**src/rtl/proc_pkg.sv**
```systemverilog
// Shared definitions for the 9-bit processor fetch path: opcodes, sequencer states, word width.
package proc_pkg;

  localparam int DW_DEF = 9;

  localparam logic [2:0] OP_MV   = 3'b000;
  localparam logic [2:0] OP_MVI  = 3'b001;
  localparam logic [2:0] OP_ADD  = 3'b010;
  localparam logic [2:0] OP_SUB  = 3'b011;
  localparam logic [2:0] OP_HALT = 3'b111;

  typedef enum logic [2:0] {
    S_IDLE,
    S_RD_I,
    S_LD_I,
    S_RD_M,
    S_LD_M,
    S_ISSUE,
    S_EXEC,
    S_HALTED
  } fetch_state_t;

  function automatic logic op_is_nop(input logic [2:0] op);
    return (op == 3'b100) || (op == 3'b101) || (op == 3'b110);
  endfunction

endpackage

```
**src/rtl/proc_fetch_ctrl_if.sv**
```systemverilog
// Program-ROM read port and processor DIN/Run/Done handshake, grouped as one bundle.
interface proc_fetch_ctrl_if #(
  parameter int AW = 5,
  parameter int DW = 9
);
  logic [AW-1:0] MemAddr;
  logic [DW-1:0] MemData;
  logic [DW-1:0] DIN;
  logic          Run;
  logic          Done;

  modport master (output MemAddr, output DIN, output Run, input MemData, input Done);
  modport slave  (input MemAddr, input DIN, input Run, output MemData, output Done);
endinterface

```
**src/rtl/prog_counter.sv**
```systemverilog
// Program counter: synchronous load, increment enable, wraps modulo 2**AW.
module prog_counter #(
  parameter int AW = 5
) (
  input  logic          Clock,
  input  logic          Resetn,
  input  logic          i_load,
  input  logic [AW-1:0] i_load_val,
  input  logic          i_inc,
  output logic [AW-1:0] o_pc,
  output logic [AW-1:0] o_pc_next
);

  logic [AW-1:0] r_pc;

  // Next value is exported so the sequencer can register MemAddr in step with the PC.
  always_comb begin
    o_pc_next = r_pc;
    if (i_load)     o_pc_next = i_load_val;
    else if (i_inc) o_pc_next = r_pc + AW'(1);
  end

  always_ff @(posedge Clock or negedge Resetn) begin
    if (!Resetn) r_pc <= '0;
    else         r_pc <= o_pc_next;
  end

  assign o_pc = r_pc;

endmodule

```
**src/rtl/proc_fetch_ctrl.sv**
```systemverilog
// Instruction sequencer: fetches from synchronous ROM, issues each instruction with a
// one-cycle Run pulse, and waits for Done (with timeout) before the next fetch.
module proc_fetch_ctrl
  import proc_pkg::*;
#(
  parameter int AW  = 5,
  parameter int DW  = DW_DEF,
  parameter int CW  = 8,
  parameter int TMO = 15
) (
  input  logic          Clock,
  input  logic          Resetn,
  input  logic          Start,
  input  logic [AW-1:0] StartAddr,
  input  logic          HaltReq,
  proc_fetch_ctrl_if.master bus,
  output logic [AW-1:0] PC,
  output logic          Busy,
  output logic          Halted,
  output logic          Timeout,
  output logic [CW-1:0] Retired
);

  localparam int TW = $clog2(TMO + 1);

  fetch_state_t  r_state;
  logic [DW-1:0] r_instr;
  logic [DW-1:0] r_imm;
  logic [DW-1:0] r_din;
  logic          r_run;
  logic [AW-1:0] r_mem_addr;
  logic          r_busy;
  logic          r_halted;
  logic          r_timeout;
  logic          r_halt_pend;
  logic [CW-1:0] r_retired;
  logic [TW-1:0] r_tmo;

  logic          w_pc_load;
  logic          w_pc_inc;
  logic [AW-1:0] w_pc;
  logic [AW-1:0] w_pc_next;
  logic [2:0]    w_mem_op;
  logic [2:0]    w_instr_op;

  assign w_mem_op   = bus.MemData[DW-1 -: 3];
  assign w_instr_op = r_instr[DW-1 -: 3];

  always_comb begin
    w_pc_load = 1'b0;
    w_pc_inc  = 1'b0;
    case (r_state)
      S_IDLE, S_HALTED: w_pc_load = Start;
      S_LD_I:           w_pc_inc  = (w_mem_op != OP_HALT);
      S_LD_M:           w_pc_inc  = 1'b1;
      default: ;
    endcase
  end

  prog_counter #(.AW(AW)) u_pc (
    .Clock      (Clock),
    .Resetn     (Resetn),
    .i_load     (w_pc_load),
    .i_load_val (StartAddr),
    .i_inc      (w_pc_inc),
    .o_pc       (w_pc),
    .o_pc_next  (w_pc_next)
  );

  // MemAddr is loaded on entry to RD_I/RD_M with the PC value that state will hold,
  // so it equals PC throughout the read state and holds elsewhere.
  always_ff @(posedge Clock or negedge Resetn) begin
    if (!Resetn) begin
      r_state     <= S_IDLE;
      r_instr     <= '0;
      r_imm       <= '0;
      r_din       <= '0;
      r_run       <= 1'b0;
      r_mem_addr  <= '0;
      r_busy      <= 1'b0;
      r_halted    <= 1'b0;
      r_timeout   <= 1'b0;
      r_halt_pend <= 1'b0;
      r_retired   <= '0;
      r_tmo       <= '0;
    end else begin
      if (r_busy && HaltReq) r_halt_pend <= 1'b1;
      case (r_state)
        S_IDLE, S_HALTED: begin
          if (Start) begin
            r_state     <= S_RD_I;
            r_mem_addr  <= w_pc_next;
            r_busy      <= 1'b1;
            r_halted    <= 1'b0;
            r_timeout   <= 1'b0;
            r_halt_pend <= 1'b0;
          end
        end
        S_RD_I: r_state <= S_LD_I;
        S_LD_I: begin
          r_instr <= bus.MemData;
          if (w_mem_op == OP_HALT) begin
            r_state     <= S_HALTED;
            r_busy      <= 1'b0;
            r_halted    <= 1'b1;
            r_halt_pend <= 1'b0;
          end else if (op_is_nop(w_mem_op)) begin
            r_state    <= S_RD_I;
            r_mem_addr <= w_pc_next;
          end else if (w_mem_op == OP_MVI) begin
            r_state    <= S_RD_M;
            r_mem_addr <= w_pc_next;
          end else begin
            r_state <= S_ISSUE;
            r_din   <= bus.MemData;
            r_run   <= 1'b1;
          end
        end
        S_RD_M: r_state <= S_LD_M;
        S_LD_M: begin
          r_imm   <= bus.MemData;
          r_state <= S_ISSUE;
          r_din   <= r_instr;
          r_run   <= 1'b1;
        end
        S_ISSUE: begin
          r_state <= S_EXEC;
          r_run   <= 1'b0;
          r_tmo   <= '0;
          r_din   <= (w_instr_op == OP_MVI) ? r_imm : r_instr;
        end
        S_EXEC: begin
          if (bus.Done) begin
            r_retired <= r_retired + CW'(1);
            if (r_halt_pend || HaltReq) begin
              r_state     <= S_HALTED;
              r_busy      <= 1'b0;
              r_halted    <= 1'b1;
              r_halt_pend <= 1'b0;
            end else begin
              r_state    <= S_RD_I;
              r_mem_addr <= w_pc;
            end
          end else if (r_tmo == TW'(TMO - 1)) begin
            r_state     <= S_IDLE;
            r_busy      <= 1'b0;
            r_timeout   <= 1'b1;
            r_halt_pend <= 1'b0;
          end else begin
            r_tmo <= r_tmo + TW'(1);
          end
        end
        default: r_state <= S_IDLE;
      endcase
    end
  end

  assign bus.MemAddr = r_mem_addr;
  assign bus.DIN     = r_din;
  assign bus.Run     = r_run;
  assign PC          = w_pc;
  assign Busy        = r_busy;
  assign Halted      = r_halted;
  assign Timeout     = r_timeout;
  assign Retired     = r_retired;

endmodule

```
**src/flat_wrapper.sv**
```systemverilog
// flat-port wrapper written by rule: the top's interface ports become plain ports
module proc_fetch_ctrl_flat import proc_pkg::*;
#(
  parameter int AW  = 5,
  parameter int DW  = DW_DEF,
  parameter int CW  = 8,
  parameter int TMO = 15
)
  (Clock, Resetn, Start, StartAddr, HaltReq, PC, Busy, Halted, Timeout, Retired, bus_MemAddr, bus_DIN, bus_Run, bus_MemData, bus_Done);
  proc_fetch_ctrl_if #(.AW(AW), .DW(DW)) bus_i ();
  input  logic Clock;
  input  logic Resetn;
  input  logic Start;
  input  logic [AW-1:0] StartAddr;
  input  logic HaltReq;
  output logic [AW-1:0] PC;
  output logic Busy;
  output logic Halted;
  output logic Timeout;
  output logic [CW-1:0] Retired;
  output wire logic [$bits(bus_i.MemAddr)-1:0] bus_MemAddr;
  output wire logic [$bits(bus_i.DIN)-1:0] bus_DIN;
  output wire logic [$bits(bus_i.Run)-1:0] bus_Run;
  input wire logic [$bits(bus_i.MemData)-1:0] bus_MemData;
  input wire logic [$bits(bus_i.Done)-1:0] bus_Done;
  assign bus_MemAddr = bus_i.MemAddr;
  assign bus_DIN = bus_i.DIN;
  assign bus_Run = bus_i.Run;
  assign bus_i.MemData = bus_MemData;
  assign bus_i.Done = bus_Done;
  proc_fetch_ctrl #(.AW(AW), .DW(DW), .CW(CW), .TMO(TMO)) u_core (.Clock(Clock), .Resetn(Resetn), .Start(Start), .StartAddr(StartAddr), .HaltReq(HaltReq), .bus(bus_i), .PC(PC), .Busy(Busy), .Halted(Halted), .Timeout(Timeout), .Retired(Retired));
endmodule
```
**config.mk**
```make
export PLATFORM = sky130hd
export DESIGN_NAME = proc_fetch_ctrl_flat
export DESIGN_NICKNAME = d
export VERILOG_FILES = /design/src/rtl/proc_pkg.sv /design/src/rtl/proc_fetch_ctrl_if.sv /design/src/rtl/prog_counter.sv /design/src/rtl/proc_fetch_ctrl.sv /design/src/flat_wrapper.sv
export SDC_FILE = /design/constraint.sdc
export NUM_CORES = 1
export LEC_CHECK = 0
export BUFFER_PORTS_ARGS = -buffer_cell sky130_fd_sc_hd__buf_2
export CORE_MARGIN = 2
export CORE_UTILIZATION = 35
export DETAILED_ROUTE_END_ITERATION = 12
export PLACE_DENSITY = 0.61
export RECOVER_POWER = 50
export SETUP_SLACK_MARGIN = 0.05
export SYNTH_ARGS = -nofsm -noshare
export SYNTH_HDL_FRONTEND = slang
export SYNTH_SLANG_ARGS = --single-unit
```
**constraint.sdc**
```tcl
create_clock -name Clock -period 2.27 [get_ports Clock]
set_clock_uncertainty 0.2 [all_clocks]
set_input_delay 0.1135 -clock Clock [delete_from_list [all_inputs] [get_ports Clock]]
set_output_delay 0.1135 -clock Clock [all_outputs]
set_load 0.005 [all_outputs]
```
==> results.yml <==
setup_path:
  slowest_delay_ps: 510
  cp_num_buf_inv: 0
  crit_type: "reg -> reg"
  cpLargestDelayFamily: "flip-flops"
  worstPathCellList: "or3_1 -> a211oi_1 -> a31oi_1 -> mux2_1"
  reg2reg_depth: 4
  reg2reg_to: "u_core.bus.MemAddr[4]"
  crit_path_max_fanout: 15
  crit_path_start_kind: "flip-flop"
  rrSetupSlack_ps: 170
  critPathCaptureType: "flip-flop"
  crit_arrival_ps: 2120
  critical-path-slowest-cell: "dfrtp_2"
  r2r-start: "u_core.r_state[2]"
  cp_data_required_time_ps: 2290
global_routing:
  antenna_found_initial: 0
  grt_pass1_vias: 2230
  grt_max_degree: 58
  overflow: 0
  grt_pass1_wl_um: 11000
  grt.total_usage: 0.159
outcome:
  status: "completed"
clocking:
  clk_latency_ps: 340
  cts_root_buffer: "clkbuf_8"
  clkTransAtPathRegs_ps: 70
  cts.htree.levels: 3
  cts_buffer_depth: 2
  clock_sinks: 57
  numCtsBuffers: 9
  cts_tree: "yes"
timing:
  maxSlewViolCount: 0
  worst_pin_slew_ps: 731
  period_minus_slack_ps: 2100
  max_freq_ghz: 0.476
  post-route-period-util: 0.926
  rsz0062_at_grt: "no"
  maxSlewHeadroom: 0.512
  hold_viol: 0
  finalSetupTns_ps: 0
  setup_violations: 0
power_and_ir_drop:
  powerDensity_nw_per_um2: 1380
  leakage_nw: 1.58
  netSwitchingPower_w: 0.00190
  p_seq_frac: 0.368
  combPwrFrac: 0.418
  internal_power_w: 0.00320
  swShare: 0.373
  p_clk_frac: 0.213
  peakVddDrop_uv: 384
die:
  dieWidth_um: 95.6
  ios: 50
  die_h_um: 95.6
  core_area_sq_um: 8180
  row_count: 33
  start_util: 0.360
  dieArea_sq_um: 9150
drt:
  viasPerCell: 5.21
  final_antenna_net_count: 0
  dr_total_vias: 2371
  firstDrtPassIters: 6
  drc: 0
  wl_um: 6760
  drtIter0Drc: 180
  wl_per_cell_um: 14.9
final_layout:
  drive_gt1_frac: 0.269
  final_cell_area_sq_um: 3690
  syn_to_final_growth_pct: 25.5
  mostFrequentLayoutCells: "dfrtp_1, buf_2, mux2_2"
  final_common_cell: "dfrtp_1"
  final_nets: 368
  diodes: 0
synth:
  synthesis.area_sq_um: 2940
  synthArstFlopShare: 1.00
  synth-seq-cells: 57
  yosysSeqAreaShare: 0.485
  synthFlopType: "dfrtp_1"
  syn_avg_cell_area_sq_um: 10.8
  synthCells: 273
  synth_edf_count: 0
  synth_nets: 296
  ys_types: 56
  synth_warnings: 0
place:
  hpwlAfterDp_um: 4560
  place_area_sq_um: 3330
  place_congestion: 0.850
  io_buffers: 49
min_path:
  holdPathStages: 3
  hold_class: "in -> reg"
  hold_path_startpoint: "StartAddr[0]"
  hold_end: "u_core.u_pc.o_pc[0]"
flow_run:
  drv_cap: 0
-- Yosys cell counts (2+ instances only) --
master | number | share of area
a41oi_1 | 2 | 0.0060
nand4b_1 | 3 | 0.0089
mux2_1 | 3 | 0.011
or4_1 | 3 | 0.0077
a21o_1 | 8 | 0.020
buf_6 | 2 | 0.0077
nor2_1 | 16 | 0.020
nand4_1 | 3 | 0.0064
nor2b_1 | 8 | 0.017
o21ai_0 | 11 | 0.019
o22ai_1 | 4 | 0.0085
buf_2 | 11 | 0.019
ha_1 | 4 | 0.017
or3_1 | 3 | 0.0064
nor4bb_1 | 2 | 0.0068
a31oi_1 | 4 | 0.0085
mux2i_1 | 6 | 0.020
a211oi_1 | 12 | 0.031
mux2_2 | 20 | 0.077
nand2_1 | 14 | 0.018
dfrtp_1 | 57 | 0.49
o31ai_1 | 3 | 0.0077
nand2b_1 | 4 | 0.0085
nand3_1 | 9 | 0.015
inv_1 | 7 | 0.0089
a21oi_1 | 9 | 0.015
a221oi_1 | 2 | 0.0060
xnor2_1 | 8 | 0.024
nor3_1 | 2 | 0.0034
and3_1 | 7 | 0.015
-- stage by stage --
| stage | std cells | utilization | power, W | worst slack (ps) | hold slack [ps] |
|---|---|---|---|---|---|
| final | 455 | 0.451 | 0.00510 | 168 | 49.2 |
| after global routing | 455 | 0.451 | 0.00549 | 103 | 54.4 |
| after CTS | 455 | 0.453 | 0.00515 | 122 | 9.64 |
| after detailed placement | 424 | 0.407 | 0.00403 | 144 | 113 |
| after global placement | 424 | 0.407 | 0.00398 | 172 | 114 |
| after floorplan | 273 | - | 0.00331 | 418 | -382 |
-- layer usage --
layer	GRT usage	wire length [um]	vias to the layer above
met5	0	0	-
met4	0.0869	175	0
met3	0.0348	318	13
met2	0.241	2970	52
met1	0.211	3300	1155
li1	-	-	1151
-- cell type report --
| cell class | instances | area, sq um |
|---|---|---|
| Inverter | 7 | 26.3 |
| Clock inverter | 7 | 101 |
| Clock buffer | 9 | 124 |
| Multi-Input combinational cell | 192 | 1400 |
| Sequential cell | 57 | 1430 |
| Tap cell | 105 | 131 |
| Timing Repair Buffer | 78 | 480 |
| Fill cell | 784 | 4490 |
-- power by group through the flow --
stage	Clock [W]	Sequential (W)	Combinational, W
6_report	0.00109	0.00188	0.00213
2_1_floorplan	0	0.00177	0.00155
4_1_cts	0.00111	0.00187	0.00217
3_5_place_dp	0	0.00189	0.00214
3_3_place_gp	0	0.00187	0.00211
5_1_grt	0.00115	0.00195	0.00238
-- logic make-up (layout without fill, tap and decap cells) --
group | after synthesis | count (layout) | share of synthesized area
buffers and inverters | 24 | 101 | 0.0421
AND/OR/NAND/NOR | 84 | 84 | 0.164
multiplexers | 29 | 29 | 0.109
adder cells (fa/ha/maj) | 4 | 4 | 0.0170
XOR/XNOR | 9 | 9 | 0.0268
flip-flops | 57 | 57 | 0.485
AO/OA/AOI/OAI | 66 | 66 | 0.156
-- worst reg2reg max path, stage by stage, from the launching register on --
cell,delay (ps)
dfrtp_2,510
or3_1,510
a211oi_1,330
a31oi_1,120
mux2_1,310
-- worst max-delay path by stage --
| stage | slack [ps] | cells past startpoint | endpoint | startpoint |
|---|---|---|---|---|
| 6_report | 170 | 4 | u_core.bus.MemAddr[4] | u_core.r_state[2] |
| 2_1_floorplan | 420 | 5 | u_core.bus.MemAddr[0] | u_core.r_state[2] |
| 3_5_place_dp | 140 | 4 | u_core.bus.MemAddr[4] | u_core.r_state[2] |
| 3_3_place_gp | 170 | 5 | u_core.bus.MemAddr[0] | u_core.r_state[2] |
| 5_1_grt | 100 | 5 | u_core.bus.MemAddr[4] | u_core.r_state[0] |
| 4_1_cts | 120 | 4 | u_core.bus.MemAddr[4] | u_core.r_state[2] |
-- what timing repair did --
action | CTS | global route
gates resized for setup | 0 | 3
hold endpoints to repair | 86 | 0
endpoints found under the setup margin | 0 | 4
buffers inserted | 0 | 0
hold buffers | 15 | 0
-- state kept, by name (all words and copies together), names as in the netlist --
register            flops
u_core.bus.DIN          9
u_core.r_imm            9
u_core.r_instr          9
u_core.Retired          8
u_core.bus.MemAddr      5
u_core.u_pc.o_pc        5
u_core.r_tmo            4
u_core.r_state          3
u_core.Busy             1
u_core.Halted           1
u_core.Timeout          1
u_core.bus.Run          1
u_core.r_halt_pend      1
No activity file was read; power rests on OpenSTA's default activity.
